===== src/rtl/preamble_peak_trigger_pkg.sv =====
// Shared state encodings and default widths for the preamble peak trigger.
package preamble_peak_trigger_pkg;
  localparam int MAG_W_DEF  = 28;
  localparam int FRAC_W_DEF = 8;
  localparam int CNT_W_DEF  = 16;
  localparam int IDX_W_DEF  = 32;
  localparam int RUN_W_DEF  = 8;

  typedef enum logic [2:0] {
    ST_IDLE    = 3'd0,
    ST_ARMED   = 3'd1,
    ST_SEARCH  = 3'd2,
    ST_REPORT  = 3'd3,
    ST_HOLDOFF = 3'd4
  } state_e;
endpackage


===== src/rtl/preamble_peak_trigger_thres.sv =====
// Stage 1: threshold multiply, qualify compares and a valid/ready register slice.
module pd_thres_stage
  import preamble_peak_trigger_pkg::*;
#(
  parameter int MAG_WIDTH  = MAG_W_DEF,
  parameter int FRAC_WIDTH = FRAC_W_DEF,
  parameter int IDX_WIDTH  = IDX_W_DEF
) (
  input  logic                  clk,
  input  logic                  reset_n,
  input  logic                  clear,
  input  logic [FRAC_WIDTH-1:0] thres_frac,
  input  logic [MAG_WIDTH-1:0]  noise_pow,
  input  logic                  in_valid,
  output logic                  in_ready,
  input  logic                  in_last,
  input  logic [MAG_WIDTH-1:0]  in_pmag,
  input  logic [MAG_WIDTH-1:0]  in_acmag,
  input  logic [IDX_WIDTH-1:0]  in_idx,
  output logic                  s1_valid,
  input  logic                  s1_ready,
  output logic                  s1_last,
  output logic                  s1_qual,
  output logic [MAG_WIDTH-1:0]  s1_acmag,
  output logic [IDX_WIDTH-1:0]  s1_idx
);
  localparam int PROD_W = MAG_WIDTH + FRAC_WIDTH;

  logic [PROD_W-1:0]    prod;
  logic [MAG_WIDTH-1:0] thr;
  logic                 qual;
  logic                 ready_en;

  // Full-width product; the threshold is the truncated upper slice, never clipped.
  assign prod     = PROD_W'(in_pmag) * PROD_W'(thres_frac);
  assign thr      = MAG_WIDTH'(prod >> FRAC_WIDTH);
  assign qual     = (in_acmag > thr) & (in_pmag > noise_pow) & (in_acmag > noise_pow);
  assign in_ready = ready_en & (~s1_valid | s1_ready);

  always_ff @(posedge clk or negedge reset_n) begin
    if (!reset_n) begin
      ready_en <= 1'b0;
      s1_valid <= 1'b0;
      s1_last  <= 1'b0;
      s1_qual  <= 1'b0;
      s1_acmag <= '0;
      s1_idx   <= '0;
    end else if (clear) begin
      ready_en <= 1'b0;
      s1_valid <= 1'b0;
      s1_last  <= 1'b0;
      s1_qual  <= 1'b0;
      s1_acmag <= '0;
      s1_idx   <= '0;
    end else begin
      ready_en <= 1'b1;
      if (in_valid && in_ready) begin
        s1_valid <= 1'b1;
        s1_last  <= in_last;
        s1_qual  <= qual;
        s1_acmag <= in_acmag;
        s1_idx   <= in_idx;
      end else if (s1_ready) begin
        s1_valid <= 1'b0;
      end
    end
  end
endmodule


===== src/rtl/preamble_peak_trigger.sv =====
// Programmable preamble peak trigger: run-length qualify, windowed peak search, hold-off.
// Handshakes: a beat transfers on any rising clk edge where valid & ready are both high;
// valid never waits on ready, and out_tdata is held stable while out_tvalid is high.
module preamble_peak_trigger
  import preamble_peak_trigger_pkg::*;
#(
  parameter int MAG_WIDTH  = MAG_W_DEF,
  parameter int FRAC_WIDTH = FRAC_W_DEF,
  parameter int CNT_WIDTH  = CNT_W_DEF,
  parameter int IDX_WIDTH  = IDX_W_DEF,
  parameter int RUN_WIDTH  = RUN_W_DEF
) (
  input  logic                           clk,
  input  logic                           reset_n,
  input  logic                           clear,
  input  logic                           cfg_enable,
  input  logic [FRAC_WIDTH-1:0]          cfg_thres_frac,
  input  logic [MAG_WIDTH-1:0]           cfg_noise_pow,
  input  logic [RUN_WIDTH-1:0]           cfg_min_run,
  input  logic [CNT_WIDTH-1:0]           cfg_search_len,
  input  logic [CNT_WIDTH-1:0]           cfg_holdoff,
  input  logic                           in_tvalid,
  output logic                           in_tready,
  input  logic                           in_tlast,
  input  logic [MAG_WIDTH-1:0]           in_pmag,
  input  logic [MAG_WIDTH-1:0]           in_acmag,
  output logic                           out_tvalid,
  input  logic                           out_tready,
  output logic                           out_tlast,
  output logic [IDX_WIDTH+MAG_WIDTH-1:0] out_tdata,
  output logic                           peak_stb,
  output logic [2:0]                     state_dbg
);
  state_e                state;
  logic [IDX_WIDTH-1:0]  idx_cnt, max_idx, s1_idx, nxt_idx;
  logic [MAG_WIDTH-1:0]  max_mag, s1_acmag, nxt_mag, lat_noise, stg_noise;
  logic [FRAC_WIDTH-1:0] lat_frac, stg_frac;
  logic [RUN_WIDTH-1:0]  run_cnt, run_nxt, lat_min_run, min_run_eff;
  logic [CNT_WIDTH-1:0]  count, cnt_inc, lat_search, search_eff, lat_holdoff;
  logic                  s1_valid, s1_last, s1_qual, stall, beat, new_max;

  // While idle the stage sees live config so the beat seen on the latch cycle matches.
  assign stg_frac    = (state == ST_IDLE) ? cfg_thres_frac : lat_frac;
  assign stg_noise   = (state == ST_IDLE) ? cfg_noise_pow : lat_noise;
  assign stall       = out_tvalid & ~out_tready;
  assign beat        = s1_valid & ~stall;
  assign min_run_eff = (lat_min_run == '0) ? RUN_WIDTH'(1) : lat_min_run;
  assign search_eff  = (lat_search == '0) ? CNT_WIDTH'(1) : lat_search;
  assign run_nxt     = !s1_qual ? '0 : ((&run_cnt) ? run_cnt : run_cnt + RUN_WIDTH'(1));
  assign cnt_inc     = count + CNT_WIDTH'(1);
  assign new_max     = s1_acmag > max_mag;
  assign nxt_mag     = new_max ? s1_acmag : max_mag;
  assign nxt_idx     = new_max ? s1_idx : max_idx;
  assign out_tlast   = 1'b1;
  assign state_dbg   = state;

  pd_thres_stage #(
    .MAG_WIDTH (MAG_WIDTH),
    .FRAC_WIDTH(FRAC_WIDTH),
    .IDX_WIDTH (IDX_WIDTH)
  ) u_thres (
    .clk       (clk),
    .reset_n   (reset_n),
    .clear     (clear),
    .thres_frac(stg_frac),
    .noise_pow (stg_noise),
    .in_valid  (in_tvalid),
    .in_ready  (in_tready),
    .in_last   (in_tlast),
    .in_pmag   (in_pmag),
    .in_acmag  (in_acmag),
    .in_idx    (idx_cnt),
    .s1_valid  (s1_valid),
    .s1_ready  (~stall),
    .s1_last   (s1_last),
    .s1_qual   (s1_qual),
    .s1_acmag  (s1_acmag),
    .s1_idx    (s1_idx)
  );

  always_ff @(posedge clk or negedge reset_n) begin
    if (!reset_n)                      idx_cnt <= '0;
    else if (clear)                    idx_cnt <= '0;
    else if (in_tvalid && in_tready)   idx_cnt <= idx_cnt + IDX_WIDTH'(1);
  end

  always_ff @(posedge clk or negedge reset_n) begin
    if (!reset_n) begin
      state <= ST_IDLE;  run_cnt <= '0;  count <= '0;  max_mag <= '0;  max_idx <= '0;
      lat_frac <= '0;  lat_noise <= '0;  lat_min_run <= '0;  lat_search <= '0;
      lat_holdoff <= '0;  out_tvalid <= 1'b0;  out_tdata <= '0;  peak_stb <= 1'b0;
    end else if (clear) begin
      state <= ST_IDLE;  run_cnt <= '0;  count <= '0;  max_mag <= '0;  max_idx <= '0;
      lat_frac <= '0;  lat_noise <= '0;  lat_min_run <= '0;  lat_search <= '0;
      lat_holdoff <= '0;  out_tvalid <= 1'b0;  out_tdata <= '0;  peak_stb <= 1'b0;
    end else begin
      peak_stb <= 1'b0;
      case (state)
        ST_IDLE: if (cfg_enable) begin
          lat_frac    <= cfg_thres_frac;
          lat_noise   <= cfg_noise_pow;
          lat_min_run <= cfg_min_run;
          lat_search  <= cfg_search_len;
          lat_holdoff <= cfg_holdoff;
          run_cnt     <= '0;
          state       <= ST_ARMED;
        end
        ST_ARMED: if (!cfg_enable) begin
          state <= ST_IDLE;
        end else if (beat) begin
          run_cnt <= run_nxt;
          if (run_nxt >= min_run_eff) begin
            max_mag <= s1_acmag;
            max_idx <= s1_idx;
            count   <= CNT_WIDTH'(1);
            // A one-beat window or an end-of-burst trigger beat reports immediately.
            if (search_eff == CNT_WIDTH'(1) || s1_last) begin
              out_tdata  <= {s1_idx, s1_acmag};
              out_tvalid <= 1'b1;
              peak_stb   <= 1'b1;
              state      <= ST_REPORT;
            end else begin
              state <= ST_SEARCH;
            end
          end
        end
        ST_SEARCH: if (!cfg_enable) begin
          state <= ST_IDLE;
        end else if (beat) begin
          max_mag <= nxt_mag;
          max_idx <= nxt_idx;
          count   <= cnt_inc;
          if (cnt_inc >= search_eff || s1_last) begin
            out_tdata  <= {nxt_idx, nxt_mag};
            out_tvalid <= 1'b1;
            peak_stb   <= 1'b1;
            state      <= ST_REPORT;
          end
        end
        ST_REPORT: if (out_tready) begin
          out_tvalid <= 1'b0;
          count      <= '0;
          run_cnt    <= '0;
          if (!cfg_enable)              state <= ST_IDLE;
          else if (lat_holdoff == '0)   state <= ST_ARMED;
          else                          state <= ST_HOLDOFF;
        end
        ST_HOLDOFF: if (!cfg_enable) begin
          state <= ST_IDLE;
        end else if (beat) begin
          count <= cnt_inc;
          if (cnt_inc >= lat_holdoff) begin
            run_cnt <= '0;
            state   <= ST_ARMED;
          end
        end
        default: state <= ST_IDLE;
      endcase
    end
  end
endmodule

===== config.mk =====
export PLATFORM = sky130hd
export DESIGN_NAME = preamble_peak_trigger
export DESIGN_NICKNAME = d
export VERILOG_FILES = /design/src/rtl/preamble_peak_trigger_pkg.sv /design/src/rtl/preamble_peak_trigger_thres.sv /design/src/rtl/preamble_peak_trigger.sv
export SDC_FILE = /design/constraint.sdc
export NUM_CORES = 1
export LEC_CHECK = 0
export CAP_MARGIN = 20
export CORE_AREA = 2 2 319 321
export DETAILED_ROUTE_END_ITERATION = 6
export DIE_AREA = 0 0 321 323
export GPL_TIMING_DRIVEN = 0
export PLACE_DENSITY = 0.38
export REMOVE_ABC_BUFFERS = 1
export SETUP_SLACK_MARGIN = 0.02
export SYNTH_ARGS = -nofsm -noshare
export SYNTH_HDL_FRONTEND = slang
export SYNTH_SLANG_ARGS = --single-unit

===== constraint.sdc =====
create_clock -name clk -period 8.52 [get_ports clk]
set_input_delay 2.556 -clock clk [delete_from_list [all_inputs] [get_ports clk]]
set_output_delay 2.556 -clock clk [all_outputs]
set_load 0.02 [all_outputs]

==> results.tsv, run 1 <==
stage	metric	value	unit
outcome	status	finished, final reports clean	
timing	Slew Limit Fails	0	
floorplan	Rows	117	
finish	Non-Filler Instances	4214	
detailed_routing	Via-to-Cell Ratio	4.72	
finish	most frequent cells in the layout	nand2_1, dfrtp_1, inv_1, ha_1, a21oi_1	
global_routing	first-pass GRT wire length	129000	um
timing	skew final	0.0189	ns
finish	Layout fillers	10500	
cts	CTS tree	done	
synth	Post-synth EDFFs	0	
global_routing	largest net degree at the start of global routing	110	
cts	clock buffer count from CTS	45	
synth	sequential area share after synthesis	32.2	%
power	Pleak	14.0	nW
detailed_routing	Top Layer Used	met5	
power	combinational power share	75.5	%
power	switch share	46.8	%
cts	CTS root buf	clkbuf_16	
timing	RSZ-0062 raised after global routing	true	
power	PD cells	464	nW/um^2
finish	Seq. cell area	8030	sq um
flow_run	max cap viols	0	
synth	Cells after Synth	2652	
place	Placed Cells	4076	
place	GP Congestion	0.790	
synth	post-synth cell types	66	
synth	post-synthesis cell area	24900	sq um
finish	post-route cell area	31600	sq um
timing	Final Worst Setup Slack	0.176	ns
finish	layout cell share with drive strength beyond 1	10.7	%
cts	clock slew at reported path FFs	0.05	ns
synth	yosys warns	0	
place	pre-CTS setup slack	-2.19	ns
timing	Fin. Hold Viols	0	
timing	f_max	0.120	GHz
floorplan	Initial Utilization	24.7	%
power	Sw Pwr	6.85	mW
worst_setup_path	CP arrival	8.81	ns
synth	Mean Syn Cell Area	9.40	sq um
detailed_routing	drt pass-1 iters	5	
worst_setup_path	Critical Path End Type	register	
power	sequential share of power	11.5	%
hold_path	Hold Path Class	register to register	
power	Clock power frac	13.0	%
floorplan	die width	321	um
timing	slew margin rel.	38.8	%
global_routing	vias in the first global route	21000	
timing	Worst-Margin Slew	0.918	ns
synth	synthesis-stage register bit count	321	
floorplan	Core Footprint	101000	sq um
worst_setup_path	critical path startpoint category	input pin	
detailed_routing	antenna-violating nets left	0	
global_routing	Remaining Overflow, GRT	0	
cts	latest clock arrival within the worst-skew pair	0.60	ns
detailed_routing	vias	19900	
detailed_routing	met2 WL	38700	um
cts	# H-tree levels	2	
worst_setup_path	worst endpoint required time	8.99	ns
finish	commonest non-fill, non-tap cell in the layout	nand2_1	
synth	asr flop ratio synth	100	%
cts	CTS Buffer Depth	3	
finish	area occupied by multi-input gates	16100	sq um
place	port buffer count	204	
synth	Main synth FF type	dfrtp_1	
detailed_routing	DRC violations left	0	
power	VDD IR max	0.467	mV
place	detailed-placement wirelength estimate	58500	um
cts	CTS sink count	321	
floorplan	# IOs	206	
detailed_routing	DRT iter0 DRCs	974	
place	Post-DP Area	28800	sq um
timing	# setup viols final	0	
timing	final worst-path cycle share	97.9	%
global_routing	total track usage	16.2	%
floorplan	die height	323	um
finish	Synth-to-Final Area Change	26.7	%
global_routing	initial antenna violation count	1	
worst_setup_path	Max FO, Critical Path	6	
detailed_routing	wl on met1	38500	um
floorplan	die area	104000	sq um
timing	fin crit period	8.34	ns
detailed_routing	Routed WL	83100	um
power	cell internal pwr	7.80	mW
detailed_routing	WL met3	3160	um
finish	Nets	3372	
worst_setup_path	critical path class	input pin to register	
detailed_routing	WL/cell	19.7	um
path summary, 6_finish.rpt:
check                           cells past startpoint                           to  slack (ns)                      start
worst max-delay path                               28  u_thres.s1_qual$_DFFE_PN0P_        0.18          cfg_thres_frac[5]
max in group asynchronous                           3    lat_noise[12]$_DFFE_PN0P_        5.43                    reset_n
worst min-delay path                                1    lat_noise[22]$_DFFE_PN0P_        0.50  lat_noise[22]$_DFFE_PN0P_
min in group asynchronous                           2  lat_holdoff[10]$_DFFE_PN0P_        1.96                    reset_n
worst min register to register                      1    lat_noise[22]$_DFFE_PN0P_        0.50  lat_noise[22]$_DFFE_PN0P_
worst max register to register                     30  u_thres.s1_qual$_DFFE_PN0P_        0.50   state_dbg[0]$_DFFE_PN0P_
worst max-delay path, cell delays in order:
cell,delay (ns)
buf_4,0.14
mux2_4,0.28
buf_12,0.15
and2_4,0.16
fa_1,0.50
fa_1,0.52
fa_1,0.52
inv_1,0.05
fa_1,0.51
inv_2,0.05
ha_4,0.25
a21o_1,0.16
a21o_1,0.19
a21oi_2,0.14
o21ai_2,0.06
or3_4,0.34
o21a_4,0.23
a41o_1,0.20
xnor2_1,0.17
ha_1,0.27
a21o_1,0.17
a21o_1,0.16
a21oi_2,0.13
nor2_2,0.06
a2111oi_2,0.27
nor2_1,0.12
nor4b_2,0.36
o41ai_1,0.10
per-stage QoR:
stage	setup TNS [ns]	hold slack [ns]	power, mW	util (%)
finish	0	0.502	14.7	31.4
global route	-0.0427	0.517	16.2	31.3
CTS	0	0.505	14.2	31.0
detailed placement	-2.19	0.489	10.6	28.6
global placement	-4981.91	0.484	10.5	27.8
floorplan	-120.99	0.469	8.36	-
power by group through the flow:
stage          Clock, mW  Sequential (mW)  Combinational (mW)
2_1_floorplan          0             1.68                6.68
4_1_cts             2.01             1.68                10.5
5_1_grt             2.07             1.69                12.5
3_3_place_gp           0             1.71                8.81
3_5_place_dp           0             1.70                8.93
6_report            1.91             1.68                11.1
sequential cells by signal (all words and copies together), names as in the netlist, 16 cells and up:
signal,cells
max_idx,32
u_thres.s1_idx,32
lat_noise,28
lat_holdoff,16
u_thres.s1_acmag,28
count,16
idx_cnt,32
lat_search,16
max_mag,28
out_tdata,60
cell type report:
type	instances	area share, %
inverter	254	3.04
multi-input combinational	1955	51.0
timing repair buffer	293	10.6
clock buffer	64	4.14
clock inverter	17	0.606
sequential	321	25.4
tap	1309	5.19
antenna	1	0.00792
cells by family (layout without fill, tap and decap cells):
kind of cell               Yosys count  count (layout)  share of synthesized area (%)
adders and majority gates          363             363                           22.9
and+or+nand+nor                    818             818                           15.8
other                                1               2                         0.0150
xor gates and xnor gates            69              69                           2.42
muxes                              168             171                           6.83
AOI/OAI and AO/OA                  533             533                           13.6
DFF                                321             321                           32.2
buffers and inverters              379             628                           6.17
timing repair:
item                                    in CTS  in global routing
resized for setup                          124                 82
endpoints found under the setup margin       1                  1
pin swaps                                   68                 91
hold buffers                                 0                  0
cloned                                       9                  1
setup buffers                               36                 10
metal layers:
| metal | vias up | GRT usage (%) |
|---|---|---|
| li1 | 9489 | - |
| met1 | 9894 | 21.4 |
| met2 | 383 | 26.8 |
| met3 | 116 | 2.22 |
| met4 | 2 | 5.90 |
| met5 | - | 0 |
Yosys cell counts (22+ instances only):
cell,count,area share (%)
and2_1,92,2.3
clkbuf_1,90,1.4
xnor2_1,34,1.2
nand3_1,46,0.92
dfrtp_1,321,32
and3_1,22,0.55
nor2b_1,81,2.0
mux2i_1,151,6.1
o21ai_1,86,1.7
ha_1,208,10
a21oi_1,193,3.9
xor2_1,35,1.2
inv_1,251,3.8
nor3_1,25,0.50
nand2_1,359,5.4
nand4_1,36,0.90
a21o_1,53,1.6
fa_1,155,12
a22o_1,85,3.0
nor2_1,92,1.4
buf_1,22,0.33
o21ai_0,31,0.62
No activity file was read; power rests on OpenSTA's default activity.
==> run 2: changes to the inputs <==
Settings changed: GPL_TIMING_DRIVEN 0 to 1.
==> run 2 against run 1 <==
  * Core utilization up 0.25 points
  * Count of clock-buffer cells in the layout grew 1
  * Non-clock buffer count rose by 121
  * Design area is 0.81% higher
  * Combinational power up 7%
  * Die area unchanged
  * First-iteration DRC count is 6.9% higher
  * Sequential cell count unchanged
  * Hold slack lost 0.00051 ns
  * Wire length is 2.5% lower
  * Clock power about the same
  * Critical path type unchanged
  * Largest cell class unchanged
  * Highest routed layer is now met4
==> results.tsv, run 2 (synthesis gave the netlist of run 1 again) <==
stage	metric	value	unit	change
outcome	status	finished, final reports clean		
timing	skew final	0.0347	ns	+0.0157 ns
finish	most frequent cells in the layout	nand2_1, dfrtp_1, inv_1, ha_1, buf_4		
cts	CTS tree	done		
worst_setup_path	critical path class	input pin to register		
timing	slew margin rel.	25.1	%	-14 points
floorplan	die height	323	um	unchanged
worst_setup_path	slowest CP cell	fa_1		
timing	# setup viols final	0		unchanged
timing	Fin. Hold Viols	0		unchanged
worst_setup_path	CP arrival	8.75	ns	-0.06 ns
global_routing	Remaining Overflow, GRT	0		unchanged
timing	Final TNS setup	0	ns	unchanged
global_routing	initial antenna violation count	1		unchanged
global_routing	total track usage	15.6	%	-0.57 points
worst_setup_path	R2R Path Start	state_dbg[2]$_DFFE_PN0P_		
floorplan	die width	321	um	unchanged
flow_run	max cap viols	0		unchanged
timing	f_max	0.121	GHz	+1.2%
place	GP Congestion	0.836		+5.8%
timing	fin crit period	8.24	ns	-0.0995 ns
finish	Nets	3493		+3.6%
timing	final worst-path cycle share	96.8	%	-1.2 points
hold_path	Hold Path Class	register to register		
detailed_routing	drt pass-1 iters	5		unchanged
cts	CTS sink count	321		unchanged
worst_setup_path	critical path's top delay family	adder cells		
place	Placed Cells	4234		+3.9%
worst_setup_path	FF-to-FF End	u_thres.s1_qual$_DFFE_PN0P_		
detailed_routing	wl on met1	38100	um	-0.90%
detailed_routing	Via-to-Cell Ratio	4.62		-2.1%
floorplan	# IOs	206		unchanged
place	port buffer count	204		unchanged
finish	max reg flops	60		unchanged
floorplan	die area	104000	sq um	unchanged
worst_setup_path	worst endpoint required time	9.02	ns	+0.03 ns
worst_setup_path	FF-to-FF setup slack	0.54	ns	+0.04 ns
detailed_routing	DRC violations left	0		unchanged
detailed_routing	WL/cell	18.7	um	-5.3%
cts	# H-tree levels	2		unchanged
worst_setup_path	Critical Path Sink	u_thres.s1_qual$_DFFE_PN0P_		
worst_setup_path	CP startpoint	in_pmag[1]		
timing	Slew Limit Fails	0		unchanged
finish	Layout fillers	10400		-1.1%
cts	clock slew at reported path FFs	0.05	ns	about the same
detailed_routing	WL met3	2700	um	-14%
cts	CTS root buf	clkbuf_16		
worst_setup_path	Critical Path End Type	register		
detailed_routing	Routed WL	81000	um	-2.5%
floorplan	Core Footprint	101000	sq um	unchanged
worst_setup_path	slowest stage delay, CP	0.54	ns	+0.02 ns
floorplan	Initial Utilization	24.7	%	unchanged
cts	CTS Buffer Depth	3		unchanged
finish	commonest non-fill, non-tap cell in the layout	nand2_1		
detailed_routing	antenna-violating nets left	0		unchanged
detailed_routing	vias	20000		+0.71%
detailed_routing	met2 WL	38100	um	-1.3%
finish	post-layout util	31.6	%	+0.25 points
cts	clock buffer count from CTS	44		-2.2%
worst_setup_path	critical path startpoint category	input pin		
worst_setup_path	Crit. path cell count	27		-3.6%
power	Total Power	15.5	mW	+5.4%
worst_setup_path	Max FO, Critical Path	5		-1
global_routing	first-pass GRT wire length	126000	um	-2.7%
finish	Synth-to-Final Area Change	27.7	%	
finish	Biggest register	out_tdata		
floorplan	Rows	117		unchanged
detailed_routing	DRT iter0 DRCs	1041		+6.9%
finish	Non-Filler Instances	4336		+2.9%
global_routing	vias in the first global route	21000		+0.029%
place	detailed-placement wirelength estimate	60900	um	+4.1%
finish	layout cell share with drive strength beyond 1	12.7	%	+2.0 points
power	PD cells	485	nW/um^2	+4.6%
timing	Worst-Margin Slew	1.12	ns	+0.200 ns
worst_setup_path	Buf+Inv Stages, Crit Path	7		+3
power	VDD IR max	0.412	mV	-12%
worst_setup_path	reg2reg path depth	31		+3.3%
power	Pleak	14.4	nW	+3.1%
detailed_routing	Top Layer Used	met4		
cts	latest clock arrival within the worst-skew pair	0.63	ns	+0.03 ns
global_routing	largest net degree at the start of global routing	139		+26%
run 2: cell types whose count changed in the layout (fill, tap and decap cells not counted), moves of 13 or more:
| cell | change |
|---|---|
| dlygate4sd2_1 | -20 |
| buf_4 | +167 |
| buf_16 | -13 |
| nor2b_2 | -13 |
| buf_6 | -16 |
| clkdlybuf4s50_1 | +14 |
run 2: cell type report:
type / count / area (sq um) / area share (%)
Inverter: 254 / 958 / 3.01
Clock inverter: 16 / 219 / 0.688
Antenna cell: 1 / 2.50 / 0.00786
Clock buffer: 65 / 1280 / 4.02
Sequential cell: 321 / 8030 / 25.2
Timing Repair Buffer: 414 / 3830 / 12.0
Tap cell: 1309 / 1640 / 5.15
Multi-Input combinational cell: 1956 / 15900 / 49.9
run 2: metal layers:
metal	vias up	global-route usage (%)
met2	283	26.1
met1	9925	20.8
met5	-	0
met3	88	2.11
met4	0	4.74
li1	9730	-
run 2: metrics by stage:
step	instance area (sq um)	setup WS [ns]	hold slack [ns]
global placement	29600	-1.23	0.484
detailed placement	29600	-1.24	0.488
global route	31800	-0.0167	0.515
CTS	31500	0.0287	0.506
floorplan	24300	-3.15	0.469
finish	31800	0.275	0.502
run 2: repair_timing:
| action | in CTS | in global routing |
|---|---|---|
| hold buffers | 0 | 0 |
| buffers inserted | 8 | 4 |
| gates resized for setup | 37 | 79 |
| gates cloned | 7 | 0 |
| pin swaps | 17 | 54 |
| setup endpoints to repair | 1 | 1 |
run 2: how the worst min path moves through the flow:
stage / to / cells after the start / slack [ns] / from
finish: lat_noise[16]$_DFFE_PN0P_ / 1 / 0.50 / lat_noise[16]$_DFFE_PN0P_
global route: lat_noise[7]$_DFFE_PN0P_ / 1 / 0.51 / lat_noise[7]$_DFFE_PN0P_
CTS: lat_noise[16]$_DFFE_PN0P_ / 1 / 0.51 / lat_noise[16]$_DFFE_PN0P_
detailed placement: lat_frac[7]$_DFFE_PN0P_ / 1 / 0.49 / lat_frac[7]$_DFFE_PN0P_
global placement: lat_frac[0]$_DFFE_PN0P_ / 1 / 0.48 / lat_frac[0]$_DFFE_PN0P_
floorplan: lat_frac[0]$_DFFE_PN0P_ / 1 / 0.47 / lat_frac[0]$_DFFE_PN0P_
run 2: where the power goes:
group | total [mW] | internal (mW) | switching [mW]
Combinational | 11.9 | 5.90 | 5.96
Sequential | 1.67 | 1.60 | 0.0677
Clock | 1.93 | 1.14 | 0.787
==> run 3: changes to the inputs <==
Settings changed: CORE_AREA 2 2 319 321 to 2 2 283 285, DIE_AREA 0 0 321 323 to 0 0 285 287, PLACE_DENSITY 0.38 to 0.49.
==> run 3 against run 2 <==
  * Combinational power is essentially flat
  * Clock power shrank 7%
  * Power shrank 1.1%
  * Critical path depth grew 1
  * Wire length shrank 7.4%
  * Critical path type unchanged
  * Largest power group unchanged
  * Design area shrank 1.6%
  * Non-clock buffer count grew 1
  * Sequential power is essentially flat
==> results.tsv, run 3 (synthesis gave the netlist of run 1 again) <==
stage	metric	value	unit	change
outcome	status	finished, final reports clean		
power	Pleak	14.3	nW	-0.60%
timing	Final TNS setup	0	ns	unchanged
floorplan	Core Footprint	78600	sq um	-22%
global_routing	M1 GR Usage	24.0	%	+3.2 points
hold_path	Hold Path Class	register to register		
worst_setup_path	CP arrival	8.72	ns	-0.03 ns
cts	CTS Buffer Depth	3		unchanged
floorplan	die height	287	um	-11%
finish	layout cell share with drive strength beyond 1	12.9	%	+0.22 points
detailed_routing	Via-to-Cell Ratio	4.90		+6.2%
cts	clock buffer count from CTS	42		-4.5%
cts	latest clock arrival within the worst-skew pair	0.59	ns	-0.04 ns
detailed_routing	DRC violations left	0		unchanged
detailed_routing	drt pass-1 iters	5		unchanged
finish	Layout fillers	7882		-24%
timing	slew margin rel.	32.1	%	+7.0 points
worst_setup_path	critical path startpoint category	input pin		
detailed_routing	DRT iter0 DRCs	968		-7.0%
cts	clock slew at reported path FFs	0.05	ns	about the same
worst_setup_path	worst endpoint required time	8.98	ns	-0.04 ns
cts	CTS tree	done		
worst_setup_path	reg2reg path depth	29		-6.5%
worst_setup_path	slowest CP cell	fa_1		
finish	max reg flops	60		unchanged
cts	CTS sink count	321		unchanged
power	PD cells	488	nW/um^2	+0.52%
finish	commonest non-fill, non-tap cell in the layout	nand2_1		
finish	most frequent cells in the layout	nand2_1, dfrtp_1, inv_1, buf_4, ha_1		
worst_setup_path	R2R Path Start	state_dbg[2]$_DFFE_PN0P_		
worst_setup_path	slowest stage delay, CP	0.53	ns	about the same
floorplan	die area	81800	sq um	-21%
timing	fin crit period	8.26	ns	+0.0137 ns
hold_path	hold wc startpoint	lat_min_run[2]$_DFFE_PN0P_		
detailed_routing	Routed WL	75000	um	-7.4%
place	detailed-placement wirelength estimate	55700	um	-8.6%
global_routing	M2 GR Usage	31.0	%	+4.9 points
timing	Worst-Margin Slew	1.02	ns	-0.0990 ns
floorplan	Initial Utilization	31.7	%	+7.0 points
hold_path	Hold Crit Endpoint	lat_min_run[2]$_DFFE_PN0P_		
detailed_routing	vias	20000		-0.30%
worst_setup_path	FF-to-FF End	u_thres.s1_qual$_DFFE_PN0P_		
global_routing	Remaining Overflow, GRT	0		unchanged
worst_setup_path	Critical Path End Type	register		
worst_setup_path	FF-to-FF setup slack	0.82	ns	+0.28 ns
detailed_routing	WL/cell	18.4	um	-1.4%
global_routing	vias in the first global route	21100		+0.59%
timing	# setup viols final	0		unchanged
finish	Synth-to-Final Area Change	25.7	%	
worst_setup_path	Max FO, Critical Path	5		unchanged
finish	post-layout util	39.9	%	+8.3 points
timing	RSZ-0062 raised after global routing	false		
finish	Biggest register	out_tdata		
floorplan	Rows	103		-12%
timing	Fin. Hold Viols	0		unchanged
cts	# H-tree levels	2		unchanged
finish	Non-Filler Instances	4072		-6.1%
global_routing	first-pass GRT wire length	119000	um	-5.1%
timing	Slew Limit Fails	0		unchanged
timing	final worst-path cycle share	96.9	%	+0.16 points
floorplan	die width	285	um	-11%
floorplan	# IOs	206		unchanged
detailed_routing	antenna-violating nets left	0		unchanged
cts	CTS root buf	clkbuf_16		
global_routing	total track usage	18.4	%	+2.8 points
global_routing	initial antenna violation count	1		unchanged
global_routing	gr busiest metal	met2		
flow_run	max cap viols	0		unchanged
timing	skew final	0.0418	ns	+0.00718 ns
worst_setup_path	critical path class	input pin to register		
finish	Nets	3491		-0.057%
hold_path	Min-Delay Path Depth	1		unchanged
global_routing	largest net degree at the start of global routing	136		-2.2%
cts	post-cts hold buffer count	0		unchanged
power	VDD IR max	0.534	mV	+30%
place	Placed Cells	3969		-6.3%
global_routing	GRT met3 Usage	2.98	%	+0.87 points
place	port buffer count	204		unchanged
place	GP Congestion	0.851		+1.8%
timing	f_max	0.121	GHz	-0.17%
==> run 3: cell types whose count changed in the layout (fill, tap and decap cells not counted), moves of 3 or more <==
cell	previous run	this run
clkbuf_8	10	5
buf_6	0	4
a21oi_1	181	184
a21oi_2	11	8
and2_1	92	89
and2_4	0	3
ha_1	199	196
inv_6	1	4
==> run 3: area by class of cell <==
class                           count  area [sq um]  area share, %
Tap cell                         1050          1310           4.19
Timing Repair Buffer              415          3780           12.1
Antenna cell                        1          2.50        0.00799
Sequential cell                   321          8030           25.6
Clock buffer                       56          1150           3.68
Inverter                          254           958           3.06
Clock inverter                     20           226          0.723
Multi-Input combinational cell   1955         15900           50.6
==> run 3: how the worst max path moves through the flow <==
stage                                   startpoint                          end  slack [ns]  depth (start not counted)
after floorplan           state_dbg[2]$_DFFE_PN0P_  u_thres.s1_qual$_DFFE_PN0P_       -3.15                         27
after global placement           cfg_thres_frac[7]  u_thres.s1_qual$_DFFE_PN0P_       -0.99                         28
after detailed placement         cfg_thres_frac[6]  u_thres.s1_qual$_DFFE_PN0P_       -1.09                         28
after CTS                        cfg_thres_frac[3]  u_thres.s1_qual$_DFFE_PN0P_        0.03                         29
after global routing             cfg_thres_frac[4]  u_thres.s1_qual$_DFFE_PN0P_       0.006                         28
final                            cfg_thres_frac[6]  u_thres.s1_qual$_DFFE_PN0P_        0.26                         28
==> run 3: timing repair <==
item / in CTS / in global routing
resized for setup: 34 / 90
endpoints found under the setup margin: 1 / 1
setup buffers: 13 / 8
pin swaps: 16 / 67
gates cloned: 5 / 0
==> run 3: per-layer routing <==
layer	routed length (um)	share of wire, %
met4	2320	3.1
met3	2900	3.9
met2	35800	48
met5	0	0
met1	34000	45
==> run 3: worst max-delay path, delay by kind of cell <==
family	cells	cell delay (ns)
adders and majority gates	6	2.73
and+or+nand+nor	5	0.98
muxes	1	0.34
xor gates and xnor gates	1	0.14
buffers and inverters	6	0.52
AOI/OAI and AO/OA	9	1.44
==> run 3: power breakdown <==
part	leakage (nW)	internal (mW)	switching, mW
clock	0.672	1.05	0.735
sequential	4.43	1.60	0.0638
combinational	9.25	5.93	5.91
==> run 3: through the flow <==
| step | power [mW] | cell area, sq um | hold slack, ns | setup slack (ns) |
|---|---|---|---|---|
| global route | 16.9 | 31300 | 0.521 | 0.00564 |
| global placement | 12.3 | 29200 | 0.484 | -0.991 |
| finish | 15.3 | 31300 | 0.504 | 0.261 |
| floorplan | 8.36 | 24300 | 0.469 | -3.15 |
| detailed placement | 12.5 | 29200 | 0.488 | -1.09 |
| CTS | 14.6 | 30900 | 0.506 | 0.0258 |
